### config.mk
export PLATFORM = sky130hd
export DESIGN_NAME = zigbee_fifo_apb_arbiter_flat
export DESIGN_NICKNAME = d
export VERILOG_FILES = /design/src/rtl/zigbee_fifo_apb_arbiter_pkg.sv /design/src/rtl/zigbee_fifo_apb_arbiter_if.sv /design/src/rtl/zigbee_rr_arb2.sv /design/src/rtl/zigbee_fifo_apb_arbiter.sv /design/src/flat_wrapper.sv
export SDC_FILE = /design/constraint.sdc
export NUM_CORES = 1
export LEC_CHECK = 0
export ABC_CLOCK_PERIOD_IN_PS = 1100
export CAP_MARGIN = 10
export CELL_PAD_IN_SITES_DETAIL_PLACEMENT = 1
export CELL_PAD_IN_SITES_GLOBAL_PLACEMENT = 1
export CORE_ASPECT_RATIO = 1.2
export CORE_MARGIN = 5
export CORE_UTILIZATION = 25
export DETAILED_ROUTE_END_ITERATION = 10
export GPL_TIMING_DRIVEN = 0
export HOLD_SLACK_MARGIN = 0.02
export PLACE_DENSITY_LB_ADDON = 0.1
export SYNTH_ARGS = -nofsm -noshare
export SYNTH_HDL_FRONTEND = slang
export SYNTH_SLANG_ARGS = --single-unit
### constraint.sdc
create_clock -name clk_i -period 1.1 [get_ports clk_i]
set_input_delay 0.22 -clock clk_i [delete_from_list [all_inputs] [get_ports clk_i]]
set_output_delay 0.22 -clock clk_i [all_outputs]
set_load 0.05 [all_outputs]
### src/rtl/zigbee_fifo_apb_arbiter_pkg.sv
// Shared types and defaults for the Zigbee FIFO APB arbiter: FSM state,
// transfer owner and default parameter values.
package zigbee_apb_pkg;

  typedef enum logic [1:0] {
    IDLE   = 2'd0,
    SETUP  = 2'd1,
    ACCESS = 2'd2
  } state_e;

  typedef enum logic {
    OWN_TX = 1'b0,
    OWN_RX = 1'b1
  } owner_e;

  localparam int DEF_DATA_W  = 8;
  localparam int DEF_TIMEOUT = 16;

endpackage

### src/rtl/zigbee_fifo_apb_arbiter_if.sv
// Requester handshakes plus the shared APB master port. The master modport is
// the arbiter's view; the slave modport is the view of everything around it.
interface zigbee_fifo_apb_arbiter_if
  import zigbee_apb_pkg::*;
#(
  parameter int DATA_W = DEF_DATA_W
);

  logic              tx_valid_i;
  logic [DATA_W-1:0] tx_data_i;
  logic              tx_ready_o;
  logic              tx_done_o;
  logic              tx_err_o;
  logic              rx_valid_i;
  logic              rx_ready_o;
  logic [DATA_W-1:0] rx_data_o;
  logic              rx_done_o;
  logic              rx_err_o;
  logic              psel_tx_o;
  logic              psel_rx_o;
  logic              penable_o;
  logic              pwrite_o;
  logic [DATA_W-1:0] pwdata_o;
  logic [DATA_W-1:0] prdata_i;
  logic              pready_i;
  logic              pslverr_i;
  logic              timeout_o;

  modport master (
    input  tx_valid_i, tx_data_i, rx_valid_i, prdata_i, pready_i, pslverr_i,
    output tx_ready_o, tx_done_o, tx_err_o, rx_ready_o, rx_data_o, rx_done_o,
           rx_err_o, psel_tx_o, psel_rx_o, penable_o, pwrite_o, pwdata_o,
           timeout_o
  );

  modport slave (
    output tx_valid_i, tx_data_i, rx_valid_i, prdata_i, pready_i, pslverr_i,
    input  tx_ready_o, tx_done_o, tx_err_o, rx_ready_o, rx_data_o, rx_done_o,
           rx_err_o, psel_tx_o, psel_rx_o, penable_o, pwrite_o, pwdata_o,
           timeout_o
  );

endinterface

### src/rtl/zigbee_rr_arb2.sv
// Two-requester round-robin arbiter: combinational grant, last owner updated
// on accept. The requester other than the last owner is preferred when idle.
module zigbee_rr_arb2
  import zigbee_apb_pkg::*;
(
  input  logic   clk,
  input  logic   reset,
  input  logic   en,
  input  logic   tx_req,
  input  logic   rx_req,
  output logic   tx_gnt,
  output logic   rx_gnt,
  output logic   accept,
  output owner_e owner
);

  owner_e last_owner;
  owner_e pick;

  always_comb begin
    pick = (last_owner == OWN_RX) ? OWN_TX : OWN_RX;
    if (tx_req && !rx_req) begin
      pick = OWN_TX;
    end else if (rx_req && !tx_req) begin
      pick = OWN_RX;
    end
  end

  assign tx_gnt = en && (pick == OWN_TX);
  assign rx_gnt = en && (pick == OWN_RX);
  assign accept = (tx_gnt && tx_req) || (rx_gnt && rx_req);
  assign owner  = pick;

  always_ff @(posedge clk) begin
    if (reset) begin
      last_owner <= OWN_RX;
    end else if (accept) begin
      last_owner <= pick;
    end
  end

endmodule

### src/rtl/zigbee_fifo_apb_arbiter.sv
// Shares one APB master port between the FIFO Tx writer and FIFO Rx reader.
// Define ZIGBEE_ARB_TIMEOUT_EN to abort ACCESS phases that stall too long.
//
// state  | meaning
// IDLE   | no select active, ready offered to one requester
// SETUP  | psel of owner high, penable low
// ACCESS | psel and penable high, waiting for pready (or timeout)
module zigbee_fifo_apb_arbiter
  import zigbee_apb_pkg::*;
#(
  parameter int DATA_W  = DEF_DATA_W,
  parameter int TIMEOUT = DEF_TIMEOUT
) (
  input logic                       clk_i,
  input logic                       reset_i,
  zigbee_fifo_apb_arbiter_if.master bus
);

  if (TIMEOUT < 2 || TIMEOUT > 255) begin : g_timeout_range
    $error("zigbee_fifo_apb_arbiter: TIMEOUT must be within 2..255");
  end

  state_e            state_q, state_n;
  owner_e            owner_q, owner_n;
  owner_e            grant_owner;
  logic              accept;
  logic              tx_gnt, rx_gnt;
  logic              expired;
  logic              resp_err;
  logic [DATA_W-1:0] pwdata_q, pwdata_n;
  logic [DATA_W-1:0] rx_data_q, rx_data_n;
  logic              pwrite_q, pwrite_n;
  logic              psel_tx_q, psel_rx_q, penable_q;
  logic              tx_done_q, tx_done_n, tx_err_q, tx_err_n;
  logic              rx_done_q, rx_done_n, rx_err_q, rx_err_n;

  zigbee_rr_arb2 u_arb (
    .clk    (clk_i),
    .reset  (reset_i),
    .en     (state_q == IDLE),
    .tx_req (bus.tx_valid_i),
    .rx_req (bus.rx_valid_i),
    .tx_gnt (tx_gnt),
    .rx_gnt (rx_gnt),
    .accept (accept),
    .owner  (grant_owner)
  );

`ifdef ZIGBEE_ARB_TIMEOUT_EN
  localparam logic [7:0] WAIT_LAST = 8'(TIMEOUT - 1);

  logic [7:0] wait_cnt_q;
  logic       timeout_q;

  // pready on the expiry cycle takes priority, so expiry requires pready low
  assign expired = (state_q == ACCESS) && !bus.pready_i && (wait_cnt_q == WAIT_LAST);

  always_ff @(posedge clk_i) begin
    if (reset_i) begin
      wait_cnt_q <= 8'd0;
      timeout_q  <= 1'b0;
    end else begin
      timeout_q <= expired;
      if (state_q == SETUP) begin
        wait_cnt_q <= 8'd0;
      end else if (state_q == ACCESS && !bus.pready_i) begin
        wait_cnt_q <= wait_cnt_q + 8'd1;
      end
    end
  end

  assign bus.timeout_o = timeout_q;
`else
  assign expired       = 1'b0;
  assign bus.timeout_o = 1'b0;
`endif

  always_comb begin
    state_n   = state_q;
    owner_n   = owner_q;
    pwdata_n  = pwdata_q;
    pwrite_n  = pwrite_q;
    rx_data_n = rx_data_q;
    tx_done_n = 1'b0;
    tx_err_n  = 1'b0;
    rx_done_n = 1'b0;
    rx_err_n  = 1'b0;
    resp_err  = bus.pready_i ? bus.pslverr_i : 1'b1;
    case (state_q)
      IDLE: begin
        if (accept) begin
          state_n  = SETUP;
          owner_n  = grant_owner;
          pwrite_n = (grant_owner == OWN_TX);
          pwdata_n = bus.tx_data_i;
        end
      end
      SETUP: state_n = ACCESS;
      ACCESS: begin
        if (bus.pready_i || expired) begin
          state_n = IDLE;
          if (owner_q == OWN_TX) begin
            tx_done_n = 1'b1;
            tx_err_n  = resp_err;
          end else begin
            rx_done_n = 1'b1;
            rx_err_n  = resp_err;
            if (bus.pready_i) begin
              rx_data_n = bus.prdata_i;
            end
          end
        end
      end
      default: state_n = IDLE;
    endcase
  end

  always_ff @(posedge clk_i) begin
    if (reset_i) begin
      state_q   <= IDLE;
      owner_q   <= OWN_TX;
      pwdata_q  <= '0;
      pwrite_q  <= 1'b0;
      rx_data_q <= '0;
      psel_tx_q <= 1'b0;
      psel_rx_q <= 1'b0;
      penable_q <= 1'b0;
      tx_done_q <= 1'b0;
      tx_err_q  <= 1'b0;
      rx_done_q <= 1'b0;
      rx_err_q  <= 1'b0;
    end else begin
      state_q   <= state_n;
      owner_q   <= owner_n;
      pwdata_q  <= pwdata_n;
      pwrite_q  <= pwrite_n;
      rx_data_q <= rx_data_n;
      psel_tx_q <= (state_n != IDLE) && (owner_n == OWN_TX);
      psel_rx_q <= (state_n != IDLE) && (owner_n == OWN_RX);
      penable_q <= (state_n == ACCESS);
      tx_done_q <= tx_done_n;
      tx_err_q  <= tx_err_n;
      rx_done_q <= rx_done_n;
      rx_err_q  <= rx_err_n;
    end
  end

  assign bus.tx_ready_o = tx_gnt;
  assign bus.rx_ready_o = rx_gnt;
  assign bus.psel_tx_o  = psel_tx_q;
  assign bus.psel_rx_o  = psel_rx_q;
  assign bus.penable_o  = penable_q;
  assign bus.pwrite_o   = pwrite_q;
  assign bus.pwdata_o   = pwdata_q;
  assign bus.rx_data_o  = rx_data_q;
  assign bus.tx_done_o  = tx_done_q;
  assign bus.tx_err_o   = tx_err_q;
  assign bus.rx_done_o  = rx_done_q;
  assign bus.rx_err_o   = rx_err_q;

endmodule

### src/flat_wrapper.sv
// flat-port wrapper written by rule: the top's interface ports become plain ports
module zigbee_fifo_apb_arbiter_flat import zigbee_apb_pkg::*;
#(
  parameter int DATA_W  = DEF_DATA_W,
  parameter int TIMEOUT = DEF_TIMEOUT
)
  (clk_i, reset_i, bus_tx_valid_i, bus_tx_data_i, bus_rx_valid_i, bus_prdata_i, bus_pready_i, bus_pslverr_i, bus_tx_ready_o, bus_tx_done_o, bus_tx_err_o, bus_rx_ready_o, bus_rx_data_o, bus_rx_done_o, bus_rx_err_o, bus_psel_tx_o, bus_psel_rx_o, bus_penable_o, bus_pwrite_o, bus_pwdata_o, bus_timeout_o);
  zigbee_fifo_apb_arbiter_if #(.DATA_W(DATA_W)) bus_i ();
  input logic clk_i;
  input logic reset_i;
  input wire logic [$bits(bus_i.tx_valid_i)-1:0] bus_tx_valid_i;
  input wire logic [$bits(bus_i.tx_data_i)-1:0] bus_tx_data_i;
  input wire logic [$bits(bus_i.rx_valid_i)-1:0] bus_rx_valid_i;
  input wire logic [$bits(bus_i.prdata_i)-1:0] bus_prdata_i;
  input wire logic [$bits(bus_i.pready_i)-1:0] bus_pready_i;
  input wire logic [$bits(bus_i.pslverr_i)-1:0] bus_pslverr_i;
  output wire logic [$bits(bus_i.tx_ready_o)-1:0] bus_tx_ready_o;
  output wire logic [$bits(bus_i.tx_done_o)-1:0] bus_tx_done_o;
  output wire logic [$bits(bus_i.tx_err_o)-1:0] bus_tx_err_o;
  output wire logic [$bits(bus_i.rx_ready_o)-1:0] bus_rx_ready_o;
  output wire logic [$bits(bus_i.rx_data_o)-1:0] bus_rx_data_o;
  output wire logic [$bits(bus_i.rx_done_o)-1:0] bus_rx_done_o;
  output wire logic [$bits(bus_i.rx_err_o)-1:0] bus_rx_err_o;
  output wire logic [$bits(bus_i.psel_tx_o)-1:0] bus_psel_tx_o;
  output wire logic [$bits(bus_i.psel_rx_o)-1:0] bus_psel_rx_o;
  output wire logic [$bits(bus_i.penable_o)-1:0] bus_penable_o;
  output wire logic [$bits(bus_i.pwrite_o)-1:0] bus_pwrite_o;
  output wire logic [$bits(bus_i.pwdata_o)-1:0] bus_pwdata_o;
  output wire logic [$bits(bus_i.timeout_o)-1:0] bus_timeout_o;
  assign bus_i.tx_valid_i = bus_tx_valid_i;
  assign bus_i.tx_data_i = bus_tx_data_i;
  assign bus_i.rx_valid_i = bus_rx_valid_i;
  assign bus_i.prdata_i = bus_prdata_i;
  assign bus_i.pready_i = bus_pready_i;
  assign bus_i.pslverr_i = bus_pslverr_i;
  assign bus_tx_ready_o = bus_i.tx_ready_o;
  assign bus_tx_done_o = bus_i.tx_done_o;
  assign bus_tx_err_o = bus_i.tx_err_o;
  assign bus_rx_ready_o = bus_i.rx_ready_o;
  assign bus_rx_data_o = bus_i.rx_data_o;
  assign bus_rx_done_o = bus_i.rx_done_o;
  assign bus_rx_err_o = bus_i.rx_err_o;
  assign bus_psel_tx_o = bus_i.psel_tx_o;
  assign bus_psel_rx_o = bus_i.psel_rx_o;
  assign bus_penable_o = bus_i.penable_o;
  assign bus_pwrite_o = bus_i.pwrite_o;
  assign bus_pwdata_o = bus_i.pwdata_o;
  assign bus_timeout_o = bus_i.timeout_o;
  zigbee_fifo_apb_arbiter #(.DATA_W(DATA_W), .TIMEOUT(TIMEOUT)) u_core (.clk_i(clk_i), .reset_i(reset_i), .bus(bus_i));
endmodule
; After elaboration in Yosys (flattened, before gate mapping)
; Index checks and enable logic that the tools add are counted.
[totals]
word_cells = 49
out_inout_bits = 27
in_bits = 22
ff_bits = 28
[classes]
muxes = 10
eq_ne = 3
bitwise_logic = 5
reduce_logical = 18
[op_table]
columns = operator, count
row1 = 1-bit logical AND, 8
row2 = 4-bit OR reduction, 2
row3 = 1-bit 2-to-1 mux, 7
row4 = 2-bit case mux with 3 select lines, 1
row5 = 1-bit NOT, 5
row6 = "2-bit equality test, second input constant", 2
row7 = 2-bit 2-to-1 mux, 2
row8 = 3-bit AND reduction, 1
row9 = 3-bit OR reduction, 1
row10 = "2-bit by 1-bit equality test with 1-bit output, second input constant", 1
row11 = 1-bit zero test, 2
row12 = 2-bit zero test, 1
row13 = 2-bit AND reduction, 1
row14 = 2-bit nonzero test, 1
row15 = 1-bit logical OR, 1

; Depth between registers and ports, before layout
; Gate-level depths: netlist (run 1).
[logic_depth]
ltp_word = 12
ltp_mapped = 5
ltp_nobuf = 3

; Cells and area by module
; From an unflattened synthesis (run 1), not the netlist that was laid out.
[hier_totals]
hier_cells = 109
hier_area_um2 = 1067.3
[by_module_without_submodules]
columns = module, instances, cells_each, seq_area_each_um2, area_per_inst_um2
row1 = zigbee_fifo_apb_arbiter, 1, 96, 540.5, 968.4
row2 = zigbee_rr_arb2, 1, 13, 20.0, 98.8

; Worst setup path after synthesis (run 1)
; Ideal clock, no wire load.
[synth_path]
path_type = reg-to-output
startpoint = register u_core.state_q[1]
endpoint = output port bus_rx_ready_o
slack_ns = -0.585
t_arrival_ns = 1.465
stages_incl_launch_ff = 5
required_ns = 0.880
n_path_buf = 2
cell_sequence = dfxtp_1 > buf_6 > or2_1 > buf_2 > nor2_1
[synth_between]
elab_chain_cells = 2
[synth_lines]
columns = element, line_no
row1 = "start, declared", zigbee_fifo_apb_arbiter.sv:23  ; state_e state_q, state_n;
row2 = "start signal, assigned", zigbee_fifo_apb_arbiter.sv:133  ; state_q <= state_n;
row3 = 2-bit zero test, zigbee_fifo_apb_arbiter.sv:40  ; .en (state_q == IDLE),
row4 = 1-bit logical AND, zigbee_rr_arb2.sv:30  ; assign rx_gnt = en && (pick == OWN_RX);
row5 = "end, declared", flat_wrapper.sv:20  ; output wire logic [$bits(bus_i.rx_ready_o)-1:0] bus_rx_ready_o;
; Every way passes these cells.

; Worst setup path after layout (run 1)
[layout_path]
startpoint = register u_core.state_q[0]
endpoint = output port bus_rx_ready_o
; The elaborated chain is that of the path after synthesis.

==> summary.md, run 1 <==
| Metric | Value |
|---|---|
| Main synth FF type | dfxtp_1 |
| CTS tree | yes |
| Top Ports | 49 |
| GPL Wtd Cong | 0.735 |
| Met2 wire len | 2040 um |
| Synth Area in Compound Gates | 17.5% |
| P per Cell Area | 1270 nW/um2 |
| Row cnt | 25 |
| Area of the core | 4000 um2 |
| Number of remaining DRC errors | 0 |
| Register bit total from synthesis | 28 |
| Period Utilization, post-route | 134% |
| Worst Path Buf+Inv | 2 |
| R2R Path End | u_core.bus.pwdata_o[1]$_SDFFE_PP0P_ |
| Buffers on Ports | 47 |
| Via count | 1094 |
| Top routing layer in use | met4 |
| Dpl cell area | 1610 um2 |
| Top Family by Delay on Critical Path | flip-flops |
| Clk buf depth | 2 |
| WL met1 | 1470 um |
| Initial antenna violation count | 0 |
| WL met3 | 192 um |
| Final core occ | 48.4% |
| Crit path DAT | 1.25 ns |
| Layout cells sized above 1 | 49.7% |
| Relative slew margins | 55.6% |
| Vias in the first global route | 1144 |
| Final WL | 3740 um |
| Initial core utilization | 26.3% |
| Tightest Pin Transition | 0.665 ns |
| Die H | 81.1 um |
| Required time of the critical path | 0.88 ns |
| Design Area, Final | 1940 um2 |
| Adder-Cell Fraction of Synth Area | 0.951% |
| Sequential area share after synthesis | 53.3% |
| Vias per inst | 4.54 |
| Clock root buffer | clkbuf_8 |
| Syn_area_per_cell | 8.63 um2 |
| Setup crit start kind | flip-flop |
| Cells on Worst Hold Path | 3 |
| Multi-input logic area | 583 um2 |
| N_diodes | 0 |
| Async set-reset flop share out of synthesis | 0% |
| Failing checks | negative setup slack |
| Worst Path Max Fanout | 4 |
| RR Startpoint | u_core.state_q[0]$_SDFF_PP0_ |
| Die Wd | 69.2 um |
| Reg clk slew, reported paths | 0.09 ns |
| Cts hold-fix bufs | 0 |
| Place WS | -1.31 ns |
| CP startpoint | u_core.state_q[0]$_SDFF_PP0_ |
| Simple-gate share of the synthesized area | 21.5% |
| Yosys cell types | 28 |
| RSZ-0062 raised after global routing | yes |
| Hold Path Origin | bus_rx_valid_i |
| CP Capture Type | primary output |
| DR pass1 iterations | 4 |
| Overall Power | 2.47 mW |
| HP Class | in2reg |
| CP most frequent cell | buf_8 |
| Layout Skew | 0.00208 ns |
| Die area | 5610 um2 |
| Yosys warns | 0 |
| # setup viols final | 26 |
| Final hold slack | 0.379 ns |
| H-tree Lvls | 1 |
| Drt initial violations | 30 |
| Fin. max-slew vios | 0 |
| Sequential cell area | 571 um2 |
| Final hold viol count | 0 |
| Main combinational cell family by area after synthesis | simple AND/OR/NAND/NOR gates |
| Final Non-Filler Cells | 241 |
| Fillers | 498 |
| Syn-to-layout area delta | 84.1% |
| Sink Count | 28 |
| VDD IR-drop max | 0.000576 V |
| Nets | 211 |
| Global route overflow | 0 |
| R2R setup slack | -0.23 ns |
| CP Class | reg2out |
| Multiplexer area fraction after synthesis | 0.951% |
| Synth Instances | 122 |
| Cell Chain, Critical Path | or2_4 -> buf_8 -> nor2_4 -> buf_8 |
| Maxcap violations | 0 |
| Cell Area, Synth | 1050 um2 |
| DR WL/cell | 15.5 um |
| Synth Net Count | 144 |
| Reg2Reg Depth | 6 |
| Post-Synth XOR/XNOR Area | 0% |
| Lkg Pwr | 0.796 nW |
| Worst Hold End | u_core.bus.psel_rx_o$_SDFF_PP0_ |
| CP max stage cell | dfxtp_4 |
| Dpl cells | 223 |
| Final ANT Viol Nets | 0 |
| Number of enable flip-flop cells after synthesis | 0 |
| PnR worst setup slack | -0.374 ns |
| First-pass GRT wire length | 5720 um |
| Status | finished, violations left |
| Total GRT Usage | 12.8% |
| Setup TNS | -4.51 ns |
| F_max | 0.678 GHz |
| Worst stage delay on the critical path | 0.37 ns |
| Post-DP HPWL | 2400 um |
| Clock Latency Late Sink | 0.27 ns |
| Crit path time final | 1.47 ns |
| Largest net degree at the start of global routing | 15 |
| Num CTS Buffers | 3 |
how the worst max path moves through the flow:
stage                           to  cells after the start
CTS                 bus_rx_ready_o                      4
global placement    bus_rx_ready_o                      5
detailed placement  bus_rx_ready_o                      5
floorplan           bus_rx_ready_o                      4
finish              bus_rx_ready_o                      4
global route        bus_rx_ready_o                      4
cells in the final DEF (no fill, tap or decap), types with 2 or more instances in the layout:
cell             instances
dfxtp_1                 24
buf_4                   19
clkdlybuf4s50_1         18
buf_6                   13
nand2_1                 12
a21oi_1                 10
a21oi_2                  9
nand3_1                  8
clkbuf_4                 8
o21ai_2                  7
buf_8                    4
nor2_2                   3
inv_1                    3
buf_2                    3
nor3_2                   3
nor2_1                   3
o21ai_1                  3
nand2_4                  3
clkbuf_8                 3
nand2_2                  2
dlygate4sd2_1            2
dfxtp_2                  2
dfxtp_4                  2
worst min-delay path, cell delays in order:
cell and delay, ns:
clkdlybuf4s15_2 0.25, a21oi_4 0.05, nor3_2 0.08
kinds of logic after synthesis:
group	Yosys count
and+or+nand+nor	46
buffers and inverters	11
adders and majority gates	1
other	1
DFF	28
AOI/OAI and AO/OA	34
muxes	1
cell type report:
class,count,area share [%]
timing repair buffer,63,31.2
buffer,7,3.04
multi-input combinational,83,30.1
tap,54,3.49
sequential,28,29.5
clock buffer,3,2.13
inverter,3,0.581
where the power goes:
| group | leakage [nW] | internal [mW] | switching [mW] |
|---|---|---|---|
| Sequential | 0.230 | 1.07 | 0.0471 |
| Clock | 0.0216 | 0.246 | 0.308 |
| Combinational | 0.544 | 0.364 | 0.433 |
| Total | 0.796 | 1.68 | 0.789 |
state kept, by name (all words and copies together) (netlist names):
name                     cells
u_core.state_q               2
u_core.bus.rx_err_o          1
u_core.bus.pwrite_o          1
u_core.bus.psel_tx_o         1
u_core.bus.tx_done_o         1
u_core.bus.penable_o         1
u_core.bus.tx_err_o          1
u_core.u_arb.last_owner      1
u_core.bus.rx_done_o         1
u_core.owner_q               1
u_core.bus.pwdata_o          8
u_core.bus.rx_data_o         8
u_core.bus.psel_rx_o         1
metal layers:
layer	GRT usage [%]	up-vias
met2	25.3	29
met1	13.0	513
met5	0	-
met3	3.59	4
met4	4.10	0
li1	-	548
cells in the mapped netlist (all sizes together), types with 2 or more instances:
| cell type | instances | share of area, % |
|---|---|---|
| nor3 | 4 | 1.9 |
| buf | 6 | 3.7 |
| nor2 | 7 | 2.5 |
| o21ai | 11 | 5.2 |
| nand2 | 17 | 6.1 |
| clkbuf | 2 | 0.71 |
| nand3 | 8 | 3.8 |
| a21oi | 20 | 9.9 |
| and2 | 2 | 1.2 |
| dfxtp | 28 | 53 |
| or2 | 2 | 1.2 |
| inv | 3 | 1.1 |
what timing repair did:
| action | 4_1_cts | 5_1_grt |
|---|---|---|
| gates resized for setup | 178 | 62 |
| setup endpoints to repair | 52 | 40 |
| cloned | 1 | 1 |
| pin swaps | 8 | 21 |
| setup buffers | 8 | 7 |
Power figures use the tool's default switching activity.
==> run 2: changes to the inputs <==
--- a/config.mk
+++ b/config.mk
@@ -5,13 +5,13 @@
 export SDC_FILE = /design/constraint.sdc
 export NUM_CORES = 1
 export LEC_CHECK = 0
-export ABC_CLOCK_PERIOD_IN_PS = 1100
+export ABC_CLOCK_PERIOD_IN_PS = 1850
 export CAP_MARGIN = 10
 export CELL_PAD_IN_SITES_DETAIL_PLACEMENT = 1
 export CELL_PAD_IN_SITES_GLOBAL_PLACEMENT = 1
 export CORE_ASPECT_RATIO = 1.2
 export CORE_MARGIN = 5
-export CORE_UTILIZATION = 25
+export CORE_UTILIZATION = 30
 export DETAILED_ROUTE_END_ITERATION = 10
 export GPL_TIMING_DRIVEN = 0
 export HOLD_SLACK_MARGIN = 0.02
==> constraint.sdc (replaced) <==
create_clock -name clk_i -period 1.85 [get_ports clk_i]
set_input_delay 0.37 -clock clk_i [delete_from_list [all_inputs] [get_ports clk_i]]
set_output_delay 0.37 -clock clk_i [all_outputs]
set_load 0.05 [all_outputs]
==> summary.md, run 2 (synthesis gave the netlist of run 1 again) <==
| Metric | Value |
|---|---|
| CP startpoint | u_core.bus.pwdata_o[6]$_SDFFE_PP0P_ (was u_core.state_q[0]$_SDFF_PP0_) |
| Dpl cells | 206 (was 223) |
| Sw frac | 28.5% (was 32.0%) |
| Relative slew margins | 65.5% (was 55.6%) |
| RSZ-0062 raised after global routing | no (was yes) |
| Final Non-Filler Cells | 209 (was 241) |
| Flop pwr share | 44.1% (was 45.3%) |
| Sink Count | 28 (unchanged) |
| Vias per inst | 4.97 (was 4.54) |
| CP max stage cell | clkdlybuf4s50_1 (was dfxtp_4) |
| P per Cell Area | 897 nW/um2 (was 1270 nW/um2) |
| Place WS | -0.803 ns (was -1.31 ns) |
| Die Wd | 64.1 um (was 69.2 um) |
| Setup TNS | 0 ns (was -4.51 ns) |
| # setup viols final | 0 (was 26) |
| Hold Path Origin | u_core.bus.rx_data_o[1]$_SDFFE_PP0P_ (was bus_rx_valid_i) |
| Status | complete, no violations (was finished, violations left) |
| Post-CTS Setup Inserts | 0 (was 8) |
| CP Class | reg2out (unchanged) |
| Die area | 4800 um2 (was 5610 um2) |
| Number of remaining DRC errors | 0 (unchanged) |
| Via count | 1038 (was 1094) |
| Power Internal | 1.06 mW (was 1.68 mW) |
| GPL Wtd Cong | 0.643 (was 0.735) |
| Row cnt | 23 (was 25) |
| Cell Chain, Critical Path | clkdlybuf4s50_1 (was or2_4 -> buf_8 -> nor2_4 -> buf_8) |
| Num CTS Buffers | 3 (unchanged) |
| Worst stage delay on the critical path | 0.82 ns (was 0.37 ns) |
| RR Startpoint | u_core.state_q[1]$_SDFF_PP0_ (was u_core.state_q[0]$_SDFF_PP0_) |
| Crit path DAT | 1.44 ns (was 1.25 ns) |
| Crit path time final | 1.81 ns |
| Reg clk slew, reported paths | 0.10 ns (was 0.09 ns) |
| Final hold slack | 0.464 ns (was 0.379 ns) |
| DR pass1 iterations | 4 (unchanged) |
| HP Class | reg2reg (was in2reg) |
| Initial antenna violation count | 0 (unchanged) |
| Lkg Pwr | 0.748 nW (was 0.796 nW) |
| H-tree Lvls | 1 (unchanged) |
| N_diodes | 0 (unchanged) |
| Period Utilization, post-route | 97.7% |
| VDD IR-drop max | 0.000455 V (was 0.000576 V) |
| DR WL/cell | 14.8 um (was 15.5 um) |
| Top Ports | 49 (unchanged) |
| Area of the core | 3370 um2 (was 4000 um2) |
| Final hold viol count | 0 (unchanged) |
| Final core occ | 49.2% (was 48.4%) |
| Clk buf depth | 2 (unchanged) |
| F_max | 0.553 GHz |
| Maxcap violations | 0 (unchanged) |
| Psw | 0.424 mW (was 0.789 mW) |
| PnR worst setup slack | 0.0432 ns (was -0.374 ns) |
| Largest net degree at the start of global routing | 17 (was 15) |
| Clock root buffer | clkbuf_8 (unchanged) |
| Commonest non-fill, non-tap cell in the layout | clkdlybuf4s50_1 (was dfxtp_1) |
| Layout cells sized above 1 | 9.88% (was 49.7%) |
| Fin. max-slew vios | 0 (unchanged) |
| Vias in the first global route | 1167 (was 1144) |
| Design Area, Final | 1660 um2 (was 1940 um2) |
| Fillers | 415 (was 498) |
| Initial core utilization | 31.3% (was 26.3%) |
| Overall Power | 1.49 mW (was 2.47 mW) |
| Commonest cells after routing, fill and taps aside | clkdlybuf4s50_1, dfxtp_1, a21oi_1 (was dfxtp_1, buf_4, clkdlybuf4s50_1) |
| Post-DP HPWL | 2340 um (was 2400 um) |
| Layout Skew | 0.00135 ns (was 0.00208 ns) |
| Worst Path Buf+Inv | 1 (was 2) |
| Nets | 195 (was 211) |
| Setup crit start kind | flip-flop (unchanged) |
| First-pass GRT wire length | 5260 um (was 5720 um) |
| Syn-to-layout area delta | 57.4% (was 84.1%) |
| Required time of the critical path | 1.48 ns (was 0.88 ns) |
| Buffers on Ports | 47 (unchanged) |
| Die H | 74.9 um (was 81.1 um) |
| Global route overflow | 0 (unchanged) |
| Final WL | 3100 um (was 3740 um) |
| Top Family by Delay on Critical Path | buffers and inverters (was flip-flops) |
| Worst Path Max Fanout | 2 (was 4) |
| Total GRT Usage | 13.9% (was 12.8%) |
| Final ANT Viol Nets | 0 (unchanged) |
| Dpl cell area | 1570 um2 (was 1610 um2) |
| Logic gate share of total power | 23.1% (was 32.3%) |
| Clock Latency Late Sink | 0.28 ns (was 0.27 ns) |
| CP Capture Type | primary output (unchanged) |
| Drt initial violations | 27 (was 30) |
| CTS tree | yes (unchanged) |
| Tightest Pin Transition | 0.516 ns (was 0.665 ns) |
| Clock power share | 32.8% (was 22.5%) |
==> run 2: repair_timing <==
action                                  CTS  global route
hold buffers                              0             0
gates resized for setup                  16            13
pin swaps                                 0             0
endpoints found under the setup margin    2            10
==> run 2: power groups by stage <==
stage	combinational, mW	sequential, mW	clock (mW)
2_1_floorplan	0.123	0.752	0
3_3_place_gp	0.341	0.667	0
3_5_place_dp	0.347	0.668	0
4_1_cts	0.347	0.655	0.501
5_1_grt	0.368	0.662	0.527
6_report	0.343	0.656	0.487
==> run 2: layer usage <==
layer,global-route usage (%),wire length [um]
met1,13.8,1190
met2,27.3,1660
met3,4.18,212
met4,4.85,40
met5,0,0
==> run 2: area by class of cell <==
| cell class | instances | area, um2 | area share [%] |
|---|---|---|---|
| Inverter | 3 | 11.3 | 0.680 |
| Timing Repair Buffer | 47 | 483 | 29.2 |
| Sequential cell | 28 | 562 | 33.9 |
| Multi-Input combinational cell | 83 | 439 | 26.5 |
| Clock buffer | 3 | 41.3 | 2.49 |
| Tap cell | 37 | 46.3 | 2.79 |
| Clock inverter | 1 | 30.0 | 1.81 |
| Buffer | 7 | 43.8 | 2.64 |
==> run 2: path summary, 6_finish.rpt <==
kind	endpoint	slack, ns	cells after the start
min	u_core.bus.rx_data_o[1]$_SDFFE_PP0P_	0.46	2
min reg2reg	u_core.bus.rx_data_o[1]$_SDFFE_PP0P_	0.46	2
max	bus_pwdata_o[6]	0.04	1
max reg2reg	u_core.bus.psel_tx_o$_SDFF_PP0_	0.60	4
